## src/rtl/adder_arbiter_pkg.sv

```systemverilog
// Shared constants, types and helpers for the two-requester adder arbiter.
package adder_arbiter_pkg;

    localparam int DATA_W             = 64;
    localparam int TAG_W              = 4;
    localparam int CNT_W              = 4;
    localparam int STARVE_MAX_DEFAULT = 4;

    typedef enum logic [0:0] {
        REQ0 = 1'b0,
        REQ1 = 1'b1
    } req_idx_e;

    // Two's-complement overflow: operands agree in sign, the result does not.
    function automatic logic add_overflow(input logic a_msb, input logic b_msb, input logic s_msb);
        return (a_msb == b_msb) && (s_msb != a_msb);
    endfunction

endpackage

```

## src/rtl/adder_arbiter_if.sv

```systemverilog
// Requester, response and status signals of the adder arbiter grouped as one bus.
interface adder_arbiter_if;
    import adder_arbiter_pkg::*;

    logic              req0_valid;
    logic              req0_ready;
    logic [DATA_W-1:0] req0_a;
    logic [DATA_W-1:0] req0_b;
    logic [TAG_W-1:0]  req0_tag;

    logic              req1_valid;
    logic              req1_ready;
    logic [DATA_W-1:0] req1_a;
    logic [DATA_W-1:0] req1_b;
    logic [TAG_W-1:0]  req1_tag;

    logic              rsp_valid;
    logic              rsp_ready;
    logic              rsp_src;
    logic [TAG_W-1:0]  rsp_tag;
    logic [DATA_W-1:0] rsp_sum;
    logic              rsp_of;

    logic              busy;

    modport slave (
        input  req0_valid, req0_a, req0_b, req0_tag,
        input  req1_valid, req1_a, req1_b, req1_tag,
        input  rsp_ready,
        output req0_ready, req1_ready,
        output rsp_valid, rsp_src, rsp_tag, rsp_sum, rsp_of, busy
    );

    modport master (
        output req0_valid, req0_a, req0_b, req0_tag,
        output req1_valid, req1_a, req1_b, req1_tag,
        output rsp_ready,
        input  req0_ready, req1_ready,
        input  rsp_valid, rsp_src, rsp_tag, rsp_sum, rsp_of, busy
    );

endinterface

```

## src/rtl/adder_arbiter_adder.sv

```systemverilog
// Gate-level ripple-carry 64-bit adder; sum and overflow read zero when not enabled.
module adder_arbiter_adder
    import adder_arbiter_pkg::*;
(
    input  logic              en_i,
    input  logic [DATA_W-1:0] a_i,
    input  logic [DATA_W-1:0] b_i,
    output logic [DATA_W-1:0] sum_o,
    output logic              of_o
);

    logic [DATA_W-1:0] carry_s;
    logic [DATA_W-1:0] raw_s;

    assign carry_s[0] = 1'b0;

    // The carry out of the top bit is never formed: results wrap modulo 2^64.
    for (genvar i = 0; i < DATA_W; i++) begin : g_fa
        assign raw_s[i] = a_i[i] ^ b_i[i] ^ carry_s[i];
        if (i < DATA_W - 1) begin : g_carry
            assign carry_s[i+1] = (a_i[i] & b_i[i]) | (carry_s[i] & (a_i[i] ^ b_i[i]));
        end
    end

    assign sum_o = en_i ? raw_s : {DATA_W{1'b0}};
    assign of_o  = en_i & add_overflow(a_i[DATA_W-1], b_i[DATA_W-1], raw_s[DATA_W-1]);

endmodule

```

## src/rtl/adder_arbiter.sv

```systemverilog
// Two requesters share one adder behind a one-entry result register.
// Default: fixed priority with starvation guard; define ADDER_ARB_RR_EN for round-robin.
module adder_arbiter
    import adder_arbiter_pkg::*;
#(
    parameter int STARVE_MAX = STARVE_MAX_DEFAULT
)
(
    input  logic            clk,
    input  logic            rst_n,
    adder_arbiter_if.slave  bus
);

    logic              can_accept_s;
    logic              accept_s;
    req_idx_e          grant_s;
    logic [DATA_W-1:0] op_a_s;
    logic [DATA_W-1:0] op_b_s;
    logic [TAG_W-1:0]  op_tag_s;
    logic [DATA_W-1:0] sum_s;
    logic              of_s;

    logic              rsp_valid_q, rsp_valid_d;
    req_idx_e          rsp_src_q,   rsp_src_d;
    logic [TAG_W-1:0]  rsp_tag_q,   rsp_tag_d;
    logic [DATA_W-1:0] rsp_sum_q,   rsp_sum_d;
    logic              rsp_of_q,    rsp_of_d;

`ifdef ADDER_ARB_RR_EN
    req_idx_e          last_grant_q, last_grant_d;
`else
    localparam logic [CNT_W-1:0] STARVE_LIM = CNT_W'(STARVE_MAX);
    logic [CNT_W-1:0]  starve_q, starve_d;
`endif

    // Grant selection; depends only on valids and arbiter state, never on operands.
    always_comb begin
        grant_s = REQ0;
        if (bus.req0_valid && bus.req1_valid) begin
`ifdef ADDER_ARB_RR_EN
            grant_s = (last_grant_q == REQ0) ? REQ1 : REQ0;
`else
            grant_s = (starve_q == STARVE_LIM) ? REQ1 : REQ0;
`endif
        end else if (bus.req1_valid) begin
            grant_s = REQ1;
        end else begin
            grant_s = REQ0;
        end
    end

    // Holding rst_n in the ready path keeps requesters off the bus during reset.
    assign can_accept_s   = rst_n & (~rsp_valid_q | bus.rsp_ready);
    assign bus.req0_ready = can_accept_s & (grant_s == REQ0);
    assign bus.req1_ready = can_accept_s & (grant_s == REQ1);
    assign accept_s       = can_accept_s & ((grant_s == REQ0) ? bus.req0_valid : bus.req1_valid);

    assign op_a_s   = (grant_s == REQ0) ? bus.req0_a   : bus.req1_a;
    assign op_b_s   = (grant_s == REQ0) ? bus.req0_b   : bus.req1_b;
    assign op_tag_s = (grant_s == REQ0) ? bus.req0_tag : bus.req1_tag;

    adder_arbiter_adder u_adder (
        .en_i  (accept_s),
        .a_i   (op_a_s),
        .b_i   (op_b_s),
        .sum_o (sum_s),
        .of_o  (of_s)
    );

    // Result register: load on accept, drop when consumed, otherwise hold.
    always_comb begin
        rsp_valid_d = rsp_valid_q;
        rsp_src_d   = rsp_src_q;
        rsp_tag_d   = rsp_tag_q;
        rsp_sum_d   = rsp_sum_q;
        rsp_of_d    = rsp_of_q;
        if (accept_s) begin
            rsp_valid_d = 1'b1;
            rsp_src_d   = grant_s;
            rsp_tag_d   = op_tag_s;
            rsp_sum_d   = sum_s;
            rsp_of_d    = of_s;
        end else if (bus.rsp_ready) begin
            rsp_valid_d = 1'b0;
        end else begin
            rsp_valid_d = rsp_valid_q;
        end
    end

`ifdef ADDER_ARB_RR_EN
    // Remember the most recent winner so contention alternates.
    always_comb begin
        if (accept_s) begin
            last_grant_d = grant_s;
        end else begin
            last_grant_d = last_grant_q;
        end
    end
`else
    // Count req0 wins that blocked a waiting req1; stalls leave the count alone.
    always_comb begin
        starve_d = starve_q;
        if (accept_s && (grant_s == REQ1)) begin
            starve_d = {CNT_W{1'b0}};
        end else if (!bus.req1_valid) begin
            starve_d = {CNT_W{1'b0}};
        end else if (accept_s && (starve_q != STARVE_LIM)) begin
            starve_d = starve_q + CNT_W'(1);
        end else begin
            starve_d = starve_q;
        end
    end
`endif

    // State registers with asynchronous clear.
    always_ff @(posedge clk or negedge rst_n) begin
        if (!rst_n) begin
            rsp_valid_q  <= 1'b0;
            rsp_src_q    <= REQ0;
            rsp_tag_q    <= {TAG_W{1'b0}};
            rsp_sum_q    <= {DATA_W{1'b0}};
            rsp_of_q     <= 1'b0;
`ifdef ADDER_ARB_RR_EN
            last_grant_q <= REQ1;
`else
            starve_q     <= {CNT_W{1'b0}};
`endif
        end else begin
            rsp_valid_q  <= rsp_valid_d;
            rsp_src_q    <= rsp_src_d;
            rsp_tag_q    <= rsp_tag_d;
            rsp_sum_q    <= rsp_sum_d;
            rsp_of_q     <= rsp_of_d;
`ifdef ADDER_ARB_RR_EN
            last_grant_q <= last_grant_d;
`else
            starve_q     <= starve_d;
`endif
        end
    end

    assign bus.rsp_valid = rsp_valid_q;
    assign bus.rsp_src   = rsp_src_q;
    assign bus.rsp_tag   = rsp_tag_q;
    assign bus.rsp_sum   = rsp_sum_q;
    assign bus.rsp_of    = rsp_of_q;
    assign bus.busy      = rsp_valid_q | bus.req0_valid | bus.req1_valid;

endmodule

```

## src/flat_wrapper.sv

```systemverilog
// flat-port wrapper written by rule: the top's interface ports become plain ports
module adder_arbiter_flat import adder_arbiter_pkg::*;
#(
    parameter int STARVE_MAX = STARVE_MAX_DEFAULT
)
  (clk, rst_n, bus_req0_valid, bus_req0_a, bus_req0_b, bus_req0_tag, bus_req1_valid, bus_req1_a, bus_req1_b, bus_req1_tag, bus_rsp_ready, bus_req0_ready, bus_req1_ready, bus_rsp_valid, bus_rsp_src, bus_rsp_tag, bus_rsp_sum, bus_rsp_of, bus_busy);
  adder_arbiter_if bus_i ();
  input  logic clk;
  input  logic rst_n;
  input wire logic [$bits(bus_i.req0_valid)-1:0] bus_req0_valid;
  input wire logic [$bits(bus_i.req0_a)-1:0] bus_req0_a;
  input wire logic [$bits(bus_i.req0_b)-1:0] bus_req0_b;
  input wire logic [$bits(bus_i.req0_tag)-1:0] bus_req0_tag;
  input wire logic [$bits(bus_i.req1_valid)-1:0] bus_req1_valid;
  input wire logic [$bits(bus_i.req1_a)-1:0] bus_req1_a;
  input wire logic [$bits(bus_i.req1_b)-1:0] bus_req1_b;
  input wire logic [$bits(bus_i.req1_tag)-1:0] bus_req1_tag;
  input wire logic [$bits(bus_i.rsp_ready)-1:0] bus_rsp_ready;
  output wire logic [$bits(bus_i.req0_ready)-1:0] bus_req0_ready;
  output wire logic [$bits(bus_i.req1_ready)-1:0] bus_req1_ready;
  output wire logic [$bits(bus_i.rsp_valid)-1:0] bus_rsp_valid;
  output wire logic [$bits(bus_i.rsp_src)-1:0] bus_rsp_src;
  output wire logic [$bits(bus_i.rsp_tag)-1:0] bus_rsp_tag;
  output wire logic [$bits(bus_i.rsp_sum)-1:0] bus_rsp_sum;
  output wire logic [$bits(bus_i.rsp_of)-1:0] bus_rsp_of;
  output wire logic [$bits(bus_i.busy)-1:0] bus_busy;
  assign bus_i.req0_valid = bus_req0_valid;
  assign bus_i.req0_a = bus_req0_a;
  assign bus_i.req0_b = bus_req0_b;
  assign bus_i.req0_tag = bus_req0_tag;
  assign bus_i.req1_valid = bus_req1_valid;
  assign bus_i.req1_a = bus_req1_a;
  assign bus_i.req1_b = bus_req1_b;
  assign bus_i.req1_tag = bus_req1_tag;
  assign bus_i.rsp_ready = bus_rsp_ready;
  assign bus_req0_ready = bus_i.req0_ready;
  assign bus_req1_ready = bus_i.req1_ready;
  assign bus_rsp_valid = bus_i.rsp_valid;
  assign bus_rsp_src = bus_i.rsp_src;
  assign bus_rsp_tag = bus_i.rsp_tag;
  assign bus_rsp_sum = bus_i.rsp_sum;
  assign bus_rsp_of = bus_i.rsp_of;
  assign bus_busy = bus_i.busy;
  adder_arbiter #(.STARVE_MAX(STARVE_MAX)) u_core (.clk(clk), .rst_n(rst_n), .bus(bus_i));
endmodule
```

## config.mk

```make
export PLATFORM = sky130hd
export DESIGN_NAME = adder_arbiter_flat
export DESIGN_NICKNAME = d
export VERILOG_FILES = /design/src/rtl/adder_arbiter_pkg.sv /design/src/rtl/adder_arbiter_if.sv /design/src/rtl/adder_arbiter_adder.sv /design/src/rtl/adder_arbiter.sv /design/src/flat_wrapper.sv
export SDC_FILE = /design/constraint.sdc
export NUM_CORES = 1
export LEC_CHECK = 0
export CAP_MARGIN = 15
export CORE_AREA = 2 2 134 136
export CTS_CLUSTER_SIZE = 12
export DETAILED_ROUTE_END_ITERATION = 12
export DIE_AREA = 0 0 136 138
export PLACE_DENSITY = 0.72
export RECOVER_POWER = 25
export SYNTH_ARGS = -nofsm -noshare
export SYNTH_HDL_FRONTEND = slang
export SYNTH_SLANG_ARGS = --single-unit
```

## constraint.sdc

```tcl
create_clock -name clk -period 36.9 [get_ports clk]
set_input_delay 7.38 -clock clk [delete_from_list [all_inputs] [get_ports clk]]
set_output_delay 7.38 -clock clk [all_outputs]
set_load 0.05 [all_outputs]
```

==> results.json <==
{
  "fillerInstances": 1636,
  "crit_buf_inv": 4,
  "grt_antenna_before_repair": 0,
  "maxSlewHeadroom_pct": -53.0,
  "ys_seq_area_share_pct": 32.9,
  "hold_class": "flop to flop",
  "p_per_area_nw_per_um2": 47.1,
  "use_met1_pct": 22.7,
  "areaGrowthSynthToFinish_pct": 66.9,
  "htree_levels": 3,
  "fin_crit_sh_pct": 93.0,
  "use_met3_pct": 3.92,
  "syn_area_per_cell_um2": 11.5,
  "routed_wl_um": 17900,
  "critPathMaxStageDelay_ns": 0.56,
  "cts_root_buf": "clkbuf_16",
  "cts_hold_buffers": 0,
  "nets": 1157,
  "report.final.slew_viol_count": 82,
  "setup_viol": 0,
  "synth_seq_cells": 75,
  "p_leak_uw": 0.00418,
  "cts_tree": "done",
  "synth_top_area_share_pct": 32.9,
  "cts.clk_slew.worst_paths_ns": 0.06,
  "grt.busiest_layer": "met2",
  "die_area_um2": 18800,
  "synth.distinct_cells": 41,
  "finalCriticalPeriod_ns": 34.31,
  "die_x_um": 136,
  "synthesis.nets": 830,
  "crit_path_max_fanout": 34,
  "finalPower_uw": 449,
  "grt.total_usage_pct": 19.6,
  "placementRows": 49,
  "required_ns": 37.13,
  "place.gp.congestion": 0.799,
  "critPathMostFrequentCell": "fa_1",
  "drc": 0,
  "drive_gt1_share_pct": 3.50,
  "synth_common_cells": "126 x mux2i_1, 82 x nand2_1, 75 x dfrtp_1, 62 x fa_1, 60 x o21ai_0",
  "cts_sinks": 75,
  "worst_pin_slew_ns": 2.30,
  "yosys.area.top_type": "dfrtp_1",
  "fin_area_um2": 9520,
  "drt_iter0_markers": 145,
  "clk_latency_ns": 0.33,
  "gr-total-overflow": 0,
  "worstPathArrival_ns": 34.53,
  "violations": "capacitance limit, slew limit",
  "drtAntennaViolNets": 0,
  "netlist_area_um2": 5710,
  "drv_cap": 2,
  "status": "complete, but fails checks",
  "clockBufferDepth": 2,
  "hold_viol": 0,
  "post_cts_buffers": 0,
  "wl_per_cell_um": 16.9,
  "netlist_top_cells_area": "dfrtp_1 33%, mux2i_1 22%, fa_1 22%, nand2_1 5.4%, o21ai_0 5.3%",
  "vdd_drop_max_mv": 0.0287,
  "critPathSlowestCell": "clkdlybuf4s50_1",
  "syn-instance-count": 496,
  "initial_utilization_pct": 32.5,
  "critPathKind": "input port to flop",
  "post_cts_resized": 0,
  "portBuffers": 342,
  "core_area_um2": 17500,
  "final.setup.tns_ns": 0,
  "cp_top_family": "adder cells",
  "grt_start_max_net_pins": 89,
  "dpl.hpwl_um": 15000,
  "cp-end-kind": "flop",
  "dpl-instance-area_um2": 9170,
  "synth_edf_count": 0,
  "cts_made_buffers": 9,
  "yosys_warnings": 0,
  "start_kind": "input port",
  "fmax_mhz": 29.1,
  "io_pins": 343,
  "synthFlopType": "dfrtp_1",
  "synth_most_common_cell": "mux2i_1",
  "finalClockSkew_ns": 0.00680,
  "grt_util_met2_pct": 36.4,
  "avgViaCountPerCell": 4.57,
  "dr.pass1.iters": 4,
  "grt_first_pass_wirelength_um": 28300,
  "grt_pass1_vias": 5415,
  "via_count": 4827,
  "diodes": 0,
  "rsz0062_at_grt": "false",
  "die_h_um": 138,
  "async_reset_ff_share_pct": 100
}
==> routing by layer <==
layer	share of wire (%)	wire, µm	vias to the layer above
li1	-	-	2364
met1	38	6840	2253
met2	53	9480	197
met3	7.5	1350	13
met4	1.4	251	0
met5	0	0	-
==> flip-flops by register name (all words and copies together) (netlist names) <==
name	flops
u_core.bus.rsp_of	1
u_core.bus.rsp_valid	1
u_core.bus.rsp_src	1
u_core.bus.rsp_sum	64
u_core.starve_q	4
u_core.bus.rsp_tag	4
==> worst reg2reg max path, delay by kind of cell (launching register included) <==
kind / cells / cell delay, ns
fa+ha+maj: 63 / 24.88
buf+inv: 4 / 0.70
simple gates: 3 / 0.60
compound gates: 3 / 0.44
flops: 1 / 0.38
mux: 1 / 0.21
==> path summary, 6_finish.rpt <==
check	startpoint	endpoint	slack, ns	depth (start not counted)
hold / removal	u_core.bus.rsp_sum[42]	u_core.bus.rsp_sum[42]	0.47	2
hold reg to reg	u_core.bus.rsp_sum[42]	u_core.bus.rsp_sum[42]	0.47	2
max in group asynchronous	rst_n	u_core.bus.rsp_sum[63]	26.12	2
min in group asynchronous	rst_n	u_core.bus.rsp_sum[22]	7.72	1
setup reg to reg	u_core.starve_q[0]	u_core.bus.rsp_of	9.57	74
setup / recovery	bus_req1_valid	u_core.bus.rsp_of	2.59	73
==> cells by family after synthesis <==
group	count (synthesis)	synth area share [%]
buffers and inverters	37	5.55
and+or+nand+nor	110	8.77
adders and majority gates	65	22.4
DFF	75	32.9
muxes	128	22.6
xor gates and xnor gates	2	0.307
AOI/OAI and AO/OA	79	7.45
==> through the flow <==
| stage | hold WS [ns] | utilization (%) | cells | worst slack, ns |
|---|---|---|---|---|
| after floorplan | 0.545 | - | 496 | 4.35 |
| after global placement | 0.460 | 52.3 | 1041 | 2.68 |
| after detailed placement | 0.469 | 52.3 | 1041 | 2.29 |
| after CTS | 0.483 | 54.4 | 1057 | 2.55 |
| after global routing | 0.502 | 54.3 | 1057 | 1.67 |
| final | 0.474 | 54.3 | 1057 | 2.59 |
==> layout by cell type, fill, tap and decap left out, drive strengths merged, types with 4 or more instances in the layout <==
| master | netlist | final |
|---|---|---|
| nand2 | 83 | 83 |
| nand3 | 5 | 5 |
| dfrtp | 75 | 75 |
| inv | 6 | 6 |
| o21ai | 66 | 66 |
| mux2i | 126 | 126 |
| fa | 62 | 62 |
| clkdlybuf4s50 | 0 | 341 |
| clkbuf | 7 | 14 |
| buf | 24 | 4 |
==> cell type report <==
cell class	count	area [µm²]	share of cell area, %
inverters	6	22.5	0.236
repair buffers	347	3450	36.2
clock buffers	12	267	2.80
well taps	229	287	3.01
clock inverters	4	95.1	0.998
flip-flops and latches	75	1880	19.7
multi-input cells	384	3530	37.0
==> where the power goes <==
group | total [µW] | switching [µW] | internal (µW)
Combinational | 226 | 137 | 89.3
Clock | 106 | 34.9 | 71.5
Sequential | 116 | 11.7 | 105
Total | 449 | 183 | 266
Power figures use the tool's default switching activity.
